## src/rtl/data_mem_pkg.sv

```systemverilog
// Shared types and preset table for the self-initialising data memory.
// The preset table is expressed in 8-bit values; the top level truncates or
// zero-extends them to its configured word width.
package data_mem_pkg;

  typedef enum logic [0:0] {
    ST_INIT = 1'b0,
    ST_IDLE = 1'b1
  } state_e;

  localparam logic [4:0] ADDR_DATA_1 = 5'h1A;
  localparam logic [7:0] VAL_DATA_1  = 8'h00;
  localparam logic [4:0] ADDR_DATA_2 = 5'h1B;
  localparam logic [7:0] VAL_DATA_2  = 8'hFF;
  localparam logic [4:0] ADDR_TEMP   = 5'h1C;
  localparam logic [7:0] VAL_TEMP    = 8'hAA;

  // Word loaded into a location during initialisation; everything not in the
  // table starts at zero.
  function automatic logic [7:0] preset_val(input logic [7:0] addr);
    logic [7:0] val;
    val = 8'h00;
    if (addr == {3'b000, ADDR_DATA_1}) val = VAL_DATA_1;
    if (addr == {3'b000, ADDR_DATA_2}) val = VAL_DATA_2;
    if (addr == {3'b000, ADDR_TEMP})   val = VAL_TEMP;
    return val;
  endfunction

endpackage

```

## src/rtl/data_mem_init_seq.sv

```systemverilog
// Initialisation sequencer: walks every word address once after reset, then
// parks in IDLE and reports ready. Only reset brings it back to INIT.
module data_mem_init_seq
  import data_mem_pkg::*;
#(
  parameter int DEPTH  = 32,
  parameter int ADDR_W = $clog2(DEPTH)
) (
  input  logic              clock,
  input  logic              reset,
  output logic              init_we_o,
  output logic [ADDR_W-1:0] cnt_o,
  output logic              ready_o
);

  localparam logic [ADDR_W-1:0] LAST_ADDR = ADDR_W'(DEPTH - 1);

  state_e            state_q, state_d;
  logic [ADDR_W-1:0] cnt_q, cnt_d;

  // Next state: count through the array; the edge that writes the last word
  // also moves to IDLE so ready rises exactly DEPTH edges after release.
  always_comb begin
    state_d = state_q;
    cnt_d   = cnt_q;
    if (state_q == ST_INIT) begin
      if (cnt_q == LAST_ADDR) begin
        state_d = ST_IDLE;
        cnt_d   = '0;
      end else begin
        cnt_d = cnt_q + ADDR_W'(1);
      end
    end
  end

  // State and counter registers; asynchronous reset aborts any INIT in flight.
  always_ff @(posedge clock or negedge reset) begin
    if (!reset) begin
      state_q <= ST_INIT;
      cnt_q   <= '0;
    end else begin
      state_q <= state_d;
      cnt_q   <= cnt_d;
    end
  end

  assign init_we_o = (state_q == ST_INIT);
  assign cnt_o     = cnt_q;
  assign ready_o   = (state_q == ST_IDLE);

endmodule

```

## src/rtl/data_mem_seq.sv

```systemverilog
// Parametrised data memory with registered read and self-initialisation.
// Optional feature macro: DATA_MEM_PARITY_EN adds an even-parity bit per
// word, an inj_par write hook and a registered par_err flag.
module data_mem_seq
  import data_mem_pkg::*;
#(
  parameter  int DATA_W = 8,
  parameter  int DEPTH  = 32,
  localparam int ADDR_W = $clog2(DEPTH)
) (
  input  logic              clock,
  input  logic              reset,
  input  logic              wr_en,
  input  logic              rd_en,
  input  logic [ADDR_W-1:0] addr,
  input  logic [DATA_W-1:0] wdata,
  output logic [DATA_W-1:0] rdata,
  output logic              rdata_valid,
  output logic              ready,
  output logic              addr_err
`ifdef DATA_MEM_PARITY_EN
  ,
  input  logic              inj_par,
  output logic              par_err
`endif
);

  localparam logic [ADDR_W:0] DEPTH_C = (ADDR_W + 1)'(DEPTH);

  logic              init_we;
  logic [ADDR_W-1:0] init_cnt;
  logic              ready_s;

  logic              addr_ok;
  logic              acc_rd;
  logic              acc_any;
  logic              mem_we;
  logic [ADDR_W-1:0] mem_waddr;
  logic [DATA_W-1:0] mem_wdata;
  logic [DATA_W-1:0] rd_word;

  logic [DATA_W-1:0] mem_q [DEPTH];

  logic [DATA_W-1:0] rdata_q, rdata_d;
  logic              rdata_valid_q, rdata_valid_d;
  logic              addr_err_q, addr_err_d;

  data_mem_init_seq #(
    .DEPTH  (DEPTH),
    .ADDR_W (ADDR_W)
  ) u_init_seq (
    .clock     (clock),
    .reset     (reset),
    .init_we_o (init_we),
    .cnt_o     (init_cnt),
    .ready_o   (ready_s)
  );

  assign addr_ok = ({1'b0, addr} < DEPTH_C);
  assign acc_rd  = ready_s & rd_en;
  assign acc_any = ready_s & (rd_en | wr_en);
  assign rd_word = addr_ok ? mem_q[addr] : '0;

  // Write port mux: the sequencer owns the array during INIT, the CPU after.
  always_comb begin
    mem_we    = 1'b0;
    mem_waddr = addr;
    mem_wdata = wdata;
    if (init_we) begin
      mem_we    = 1'b1;
      mem_waddr = init_cnt;
      mem_wdata = DATA_W'(preset_val(8'(init_cnt)));
    end else if (ready_s && wr_en && addr_ok) begin
      mem_we = 1'b1;
    end
  end

  // Storage array; not reset, contents become defined once INIT has run.
  always_ff @(posedge clock) begin
    if (mem_we) mem_q[mem_waddr] <= mem_wdata;
  end

  // Read/error next state: out-of-range reads return zero but still report
  // valid; rdata holds when no read is accepted.
  always_comb begin
    rdata_d       = rdata_q;
    rdata_valid_d = acc_rd;
    addr_err_d    = acc_any & ~addr_ok;
    if (acc_rd) rdata_d = rd_word;
  end

  // Registered read data and status flags.
  always_ff @(posedge clock or negedge reset) begin
    if (!reset) begin
      rdata_q       <= '0;
      rdata_valid_q <= 1'b0;
      addr_err_q    <= 1'b0;
    end else begin
      rdata_q       <= rdata_d;
      rdata_valid_q <= rdata_valid_d;
      addr_err_q    <= addr_err_d;
    end
  end

  assign rdata       = rdata_q;
  assign rdata_valid = rdata_valid_q;
  assign ready       = ready_s;
  assign addr_err    = addr_err_q;

`ifdef DATA_MEM_PARITY_EN
  logic par_mem_q [DEPTH];
  logic par_wbit;
  logic par_err_q, par_err_d;

  // Even parity over the written word; the injection hook only applies to
  // CPU writes, never to the preset load.
  assign par_wbit = (^mem_wdata) ^ (~init_we & inj_par);

  // Parity storage alongside the data array.
  always_ff @(posedge clock) begin
    if (mem_we) par_mem_q[mem_waddr] <= par_wbit;
  end

  // Parity check computed on the same read that loads rdata.
  always_comb begin
    par_err_d = par_err_q;
    if (acc_rd) par_err_d = addr_ok & ((^mem_q[addr]) ^ par_mem_q[addr]);
  end

  // Registered parity error flag.
  always_ff @(posedge clock or negedge reset) begin
    if (!reset) par_err_q <= 1'b0;
    else        par_err_q <= par_err_d;
  end

  assign par_err = par_err_q;
`endif

endmodule

```

## config.mk

```make
export PLATFORM = sky130hd
export DESIGN_NAME = data_mem_seq
export DESIGN_NICKNAME = d
export VERILOG_FILES = /design/src/rtl/data_mem_pkg.sv /design/src/rtl/data_mem_init_seq.sv /design/src/rtl/data_mem_seq.sv
export SDC_FILE = /design/constraint.sdc
export NUM_CORES = 1
export LEC_CHECK = 0
export ABC_AREA = 1
export CAP_MARGIN = 20
export CORE_UTILIZATION = 60
export DETAILED_ROUTE_END_ITERATION = 6
export GPL_TIMING_DRIVEN = 0
export PLACE_DENSITY = 0.78
export REMOVE_ABC_BUFFERS = 1
export SLEW_MARGIN = 5
export SYNTH_ARGS = -nofsm -noshare
export SYNTH_HDL_FRONTEND = slang
export SYNTH_SLANG_ARGS = --single-unit
export TNS_END_PERCENT = 100
```

## constraint.sdc

```tcl
create_clock -name clock -period 2.2 [get_ports clock]
set_input_delay 0.33 -clock clock [delete_from_list [all_inputs] [get_ports clock]]
set_output_delay 0.33 -clock clock [all_outputs]
set_load 0.02 [all_outputs]
```

==> results of run 1 <==
[per-stage QoR]
step	TNS [ns]	area, µm²	utilization, %	instances	total power [mW]
floorplan	-50.23	10900	-	936	6.222
global placement	-1259.86	11450	63.09	1191	6.571
detailed placement	-339.00	11590	63.86	1197	6.580
CTS	-22.45	12740	70.21	1251	10.78
global route	-10.13	13010	71.67	1260	11.13
finish	-0.5302	13010	71.67	1260	10.83
[placed cells by master, fill, tap and decap left out, types with 10 or more instances in the layout]
master and instances:
nand2_1 354, edfxtp_1 256, nand3_1 217, nor2_4 32
clkbuf_16 27, clkdlybuf4s50_1 22, dfrtp_1 14, inv_1 13
buf_12 12, clkbuf_1 10
[power breakdown]
part / switching [mW] / internal, mW
Clock: 1.80 / 2.48
Sequential: 0.0367 / 5.72
Combinational: 0.560 / 0.242
Total: 2.40 / 8.44
[cell type report]
type	instances	area [µm²]
fill	1107	5141
clock inverter	11	97.59
multi-input combinational	647	3136
tap	229	286.5
sequential	271	8066
inverter	18	73.82
clock buffer	37	713.2
timing repair buffer	47	633.1
[final timing paths]
check,startpoint,to,slack [ns],cells after the start
max in group asynchronous,reset,u_init_seq.ready_o$_DFF_PN0_,1.41,1
worst min register to register,rdata[3]$_DFFE_PN0P_,rdata[3]$_DFFE_PN0P_,0.55,2
worst max register to register,u_init_seq.ready_o$_DFF_PN0_,mem_q[9][7]$_DFFE_PP_,-0.03,5
worst max-delay path,u_init_seq.ready_o$_DFF_PN0_,mem_q[9][7]$_DFFE_PP_,-0.03,5
worst min-delay path,reset,u_init_seq.ready_o$_DFF_PN0_,0.24,1
min in group clock,addr[3],rdata[3]$_DFFE_PN0P_,0.43,5
[worst max-delay path, cell delays in order, from the launching register on]
cell	delay, ns
dfrtp_4	0.59
inv_1	0.25
o21bai_2	0.18
nor2_1	0.20
nand2_1	0.30
nor2_4	0.37
[state kept, by name, indices dropped and copies added (netlist names)]
signal / count
mem_q: 256
rdata: 8
u_init_seq.cnt_o: 5
rdata_valid: 1
u_init_seq.ready_o: 1
[routing by layer]
| metal | routed length (µm) | share of wire [%] | track usage, % | up-vias |
|---|---|---|---|---|
| li1 | - | - | - | 3485 |
| met4 | 656 | 2.6 | 10.35 | 0 |
| met5 | 0 | 0 | 0 | - |
| met3 | 2420 | 9.5 | 4.213 | 58 |
| met1 | 9991 | 39 | 37.13 | 3567 |
| met2 | 12270 | 48 | 43.01 | 400 |
[repair_timing]
action,4_1_cts,5_1_grt
resized for setup,78,23
pin swaps,2,11
setup endpoints to repair,481,388
buffers inserted,6,9
[logic make-up (layout without fill, tap and decap cells)]
| group | Yosys count | count (layout) |
|---|---|---|
| AND/OR/NAND/NOR | 630 | 630 |
| AO/OA/AOI/OAI | 13 | 13 |
| flip-flops | 271 | 271 |
| adder cells (fa/ha/maj) | 3 | 3 |
| buffers and inverters | 74 | 113 |
| other | 1 | 1 |
==> run_results.csv, run 1 <==
group,metric,value,unit
sta,worst_pin_slew,0.8062,ns
logic_synthesis,synthMuxAreaShare,0,%
logic_synthesis,async_flop_share,5.535,%
place,portBuffers,26,
floorplanning,core,18150,µm²
clock_tree,cts_root_buf,"clkbuf_16",
clock_tree,postCtsHoldBufs,0,
logic_synthesis,synthCells,992,
routing,routedWlPerCell,20.11,µm
critical_path,cp-end-kind,"flop",
routing,drtPass1Iterations,7,
global_route,grt_pass1_wl,39050,µm
logic_synthesis,yosys.cell_count.top_type,"nand2_1",
critical_path,worst-path-max-fanout,22,
cells_and_area,fin_nets,1031,
sta,slew_headroom,46.25,%
sta,finalCriticalPeriod,2.225,ns
logic_synthesis,synth-simple-area-share,23.68,%
global_route,grt_max_degree,81,
critical_path,start_kind,"flop",
status,outcome,"finished, violations left",
floorplanning,die_h,138.7,µm
place,place_ws,-1.375,ns
critical_path,arrival,2.43,ns
job,drv_cap,0,
logic_synthesis,ys_seq_area_share,71.90,%
global_route,grt_overflow,0,
global_route,grt.total_usage,26.70,%
routing,viasPerCell,5.960,
logic_synthesis,syn_avg_cell_area,11.30,µm²
place,place_congestion,0.8501,
logic_synthesis,yosysTopAreaCell,"edfxtp_1",
sta,fin_ws,-0.02538,ns
cells_and_area,areaGrowthSynthToFinish,15.99,%
floorplanning,die_w,138.7,µm
routing,drc_errors,2,
global_route,grt_pass1_vias,7174,
sta,setup_viol_count_final,49,
clock_tree,clkLatencyLatePin,0.54,ns
sta,hold_slack,0.2387,ns
routing,drt-initial-drc-count,914,
sta,fin_worst_skew,0.02025,ns
logic_synthesis,synth-edff-count,256,
logic_synthesis,ys_types,24,
floorplanning,dieArea,19240,µm²
logic_synthesis,ys_ff_latch,271,
sta,fmax,449.4,MHz
routing,vias,7510,
logic_synthesis,synth_compound_gate_area_share,0.6695,%
logic_synthesis,syn_area,11210,µm²
place,hpwlAfterDp,14100,µm
logic_synthesis,synthAdderAreaFrac,0.3347,%
clock_tree,clkSinkCount,271,
power_and_ir_drop,powerDensity,833.0,nW/µm²
floorplanning,ios,28,
clock_tree,path_clk_slew,0.06,ns
logic_synthesis,yosysTopAreaCellShare,68.56,%
logic_synthesis,synth_top_family_by_area,"simple AND/OR/NAND/NOR gates",
logic_synthesis,ys.flop_type,"edfxtp_1",
cells_and_area,drive_gt1_share,11.06,%
logic_synthesis,synth.area.top_cells,"edfxtp_1, nand2_1, nand3_1, dfrtp_1, buf_2",
sta,hold_viol,0,
logic_synthesis,synthTopCellsByCount,"nand2_1, edfxtp_1, nand3_1",
routing,wl,25340,µm
sta,finalCritPeriodShare,101.2,%
logic_synthesis,ys_warn_count,0,
clock_tree,h-tree-depth,1,
floorplanning,std_cell_rows,49,
cells_and_area,diodes,0,
sta,drv_slew,0,
status,violations,"design-rule violations, negative setup slack",
clock_tree,cts_buffers,26,
hold_path,hold_path_class,"primary input to asynchronous set/reset pin",
power_and_ir_drop,p_leak,4.695,nW
global_route,antenna_found_initial,0,
critical_path,worstPathRequired,2.41,ns
logic_synthesis,synth_xor_area_share,0,%
floorplanning,initial_core_util,61.79,%
routing,antenna_left,0,
critical_path,crit_type,"flop to flop",
power_and_ir_drop,irDropWorstVdd,743.7,µV
clock_tree,cts_max_path_buffers,3,
clock_tree,cts_tree,"done",
sta,rsz0062_at_grt,"yes",
(Power assumes the default switching activity.)
==> run 2: changes to the inputs <==
- CORE_UTILIZATION: 60 -> 45
- PLACE_DENSITY: 0.78 -> not set
- clock period: 2.2 -> 2.7 ns (I/O delays scaled with it)
==> run 2 against run 1 <==
The flow now finishes without violations; worst hold slack improved by 0.13 ns; final cell count increased by 6.7%; sequential share of layout area increased by 0.56 points; non-clock buffer count decreased by 11.
==> run_results.csv, run 2 (synthesis results as in run 1) <==
group,metric,value,unit
floorplanning,die_h,159.9,µm
floorplanning,ios,28,
floorplanning,die_w,159.9,µm
place,portBuffers,26,
routing,drt-initial-drc-count,600,
cells_and_area,diodes,0,
critical_path,worst-path-max-fanout,22,
job,drv_cap,0,
global_route,grt.total_usage,20.99,%
global_route,grt_overflow,0,
sta,hold_viol,0,
power_and_ir_drop,internal_power,7.246,mW
power_and_ir_drop,combPwrFrac,6.8,%
critical_path,ff2ff_setup_slack,0.1,ns
clock_tree,path_clk_slew,0.06,ns
cells_and_area,final_cell_mix,"nand2_1, edfxtp_1, nand3_1",
place,place_inst,1292,
critical_path,arrival,2.76,ns
floorplanning,initial_core_util,45.97,%
cells_and_area,final_cells,1345,
clock_tree,cts_buffers,27,
cells_and_area,regMostFlops,"mem_q",
global_route,use_met1,30.60,%
sta,worst_pin_slew,0.8753,ns
power_and_ir_drop,irDropWorstVdd,480.9,µV
global_route,met2_usage,33.05,%
global_route,grt_pass1_wl,40520,µm
cells_and_area,areaGrowthSynthToFinish,14.91,%
power_and_ir_drop,seqPwrFrac,50.6,%
sta,finalCriticalPeriod,2.600,ns
cells_and_area,fill_cells,2114,
place,place_ws,-1.084,ns
sta,drv_slew,0,
sta,fin_worst_skew,0.007970,ns
global_route,grt_pass1_vias,6804,
critical_path,start_kind,"flop",
place,hpwlAfterDp,14690,µm
sta,fmax,384.6,MHz
critical_path,crit_type,"flop to flop",
clock_tree,cts_tree,"done",
global_route,grt_max_degree,91,
floorplanning,std_cell_rows,57,
routing,vias,7222,
critical_path,slowest_delay,0.66,ns
clock_tree,clkSinkCount,271,
power_and_ir_drop,power,9.244,mW
global_route,grtUsageMet3,2.571,%
critical_path,crit_slowest_cell,"nor2_2",
status,outcome,"finished clean",
floorplanning,dieArea,25550,µm²
sta,fin_ws,0.09984,ns
clock_tree,post-cts-setup-buffers,0,
clock_tree,clkLatencyLatePin,0.53,ns
critical_path,worstPathRequired,2.86,ns
cells_and_area,drive_gt1_share,9.207,%
sta,setup_viol_count_final,0,
power_and_ir_drop,p_clk_share,42.6,%
global_route,antenna_found_initial,0,
hold_path,hold_path_class,"primary input to asynchronous set/reset pin",
routing,drtPass1Iterations,6,
critical_path,path_cells,"inv_1 > or2_2 > nand3_1 > nor2_2",
floorplanning,core,24390,µm²
sta,rsz0062_at_grt,"yes",
cells_and_area,fin_nets,1021,
clock_tree,cts_max_path_buffers,3,
routing,antenna_left,0,
power_and_ir_drop,powerDensity,717.4,nW/µm²
cells_and_area,final_common_cell,"nand2_1",
sta,slew_headroom,41.47,%
power_and_ir_drop,power_switching,1.998,mW
place,place_congestion,0.8622,
routing,drc_errors,0,
cells_and_area,largest_reg_flops,256,
critical_path,cp-end-kind,"flop",
global_route,top_usage_layer,"met2",
routing,routedWlPerCell,19.54,µm
routing,wl,26290,µm
power_and_ir_drop,swShare,21.61,%
clock_tree,cts_root_buf,"clkbuf_16",
routing,viasPerCell,5.370,
power_and_ir_drop,p_leak,4.659,nW
sta,finalCritPeriodShare,96.30,%
clock_tree,h-tree-depth,1,
clock_tree,postCtsHoldBufs,0,
## run 2: cell count changes in the layout (fill, tap and decap cells not counted), sizes merged
cell,change
buf,-11
clkbuf,-5
bufinv,+4
clkinv,+2
clkinvlp,-1
dlygate4sd2,+1
## run 2: worst max-delay path: cells and delay by family, from the launching register on
kind          cells  cell delay [ns]
buf+inv           1             0.27
flops             1             0.55
simple gates      3             1.40
## run 2: what timing repair did
item                                    CTS  global route
gates resized for setup                  54             4
gates cloned                              0             0
hold endpoints to repair                  0             0
endpoints found under the setup margin  256           184
## run 2: cell type report
class                      instances  area, µm²  area share, %
timing repair buffer              36      456.7          3.544
multi-input combinational        647       2957          22.95
clock buffer                      33      698.2          5.419
inverter                          18      78.83         0.6118
clock inverter                    16      225.2          1.748
sequential                       271       8064          62.58
tap                              324      405.4          3.146
## run 2: final timing paths
| kind | to | from | cells after the start |
|---|---|---|---|
| min reg2reg | rdata[2]$_DFFE_PN0P_ | rdata[2]$_DFFE_PN0P_ | 2 |
| max in group asynchronous | u_init_seq.ready_o$_DFF_PN0_ | reset | 1 |
| min | rdata[2]$_DFFE_PN0P_ | reset | 1 |
| max | mem_q[9][6]$_DFFE_PP_ | u_init_seq.ready_o$_DFF_PN0_ | 4 |
| min in group clock | rdata[2]$_DFFE_PN0P_ | rdata[2]$_DFFE_PN0P_ | 2 |
| max reg2reg | mem_q[9][6]$_DFFE_PP_ | u_init_seq.ready_o$_DFF_PN0_ | 4 |
## run 2: power groups by stage
stage / sequential [mW] / clock (mW) / combinational, mW
2_1_floorplan: 4.78 / 0 / 0.286
5_1_grt: 4.68 / 4.13 / 0.692
3_5_place_dp: 4.77 / 0 / 0.600
3_3_place_gp: 4.77 / 0 / 0.606
4_1_cts: 4.68 / 3.97 / 0.620
6_report: 4.68 / 3.93 / 0.629
## run 2: per-layer routing
metal  vias to the layer above  wire [µm]
li1                       3467          -
met1                      3473      11960
met2                       226      12160
met3                        56       1509
met4                         0        660
met5                         -          0
## run 2: stage by stage
| stage | util [%] | setup TNS, ns | instance area [µm²] | hold slack (ns) |
|---|---|---|---|---|
| 4_1_cts | 52.54 | -2.588 | 12820 | 0.3650 |
| 5_1_grt | 52.83 | -0.5030 | 12880 | 0.4209 |
| 3_3_place_gp | 47.42 | -1281.63 | 11570 | 0.4691 |
| 3_5_place_dp | 48.00 | -225.75 | 11710 | 0.4689 |
| 6_report | 52.83 | 0 | 12880 | 0.3725 |
| 2_1_floorplan | - | 0 | 10900 | 0.1094 |
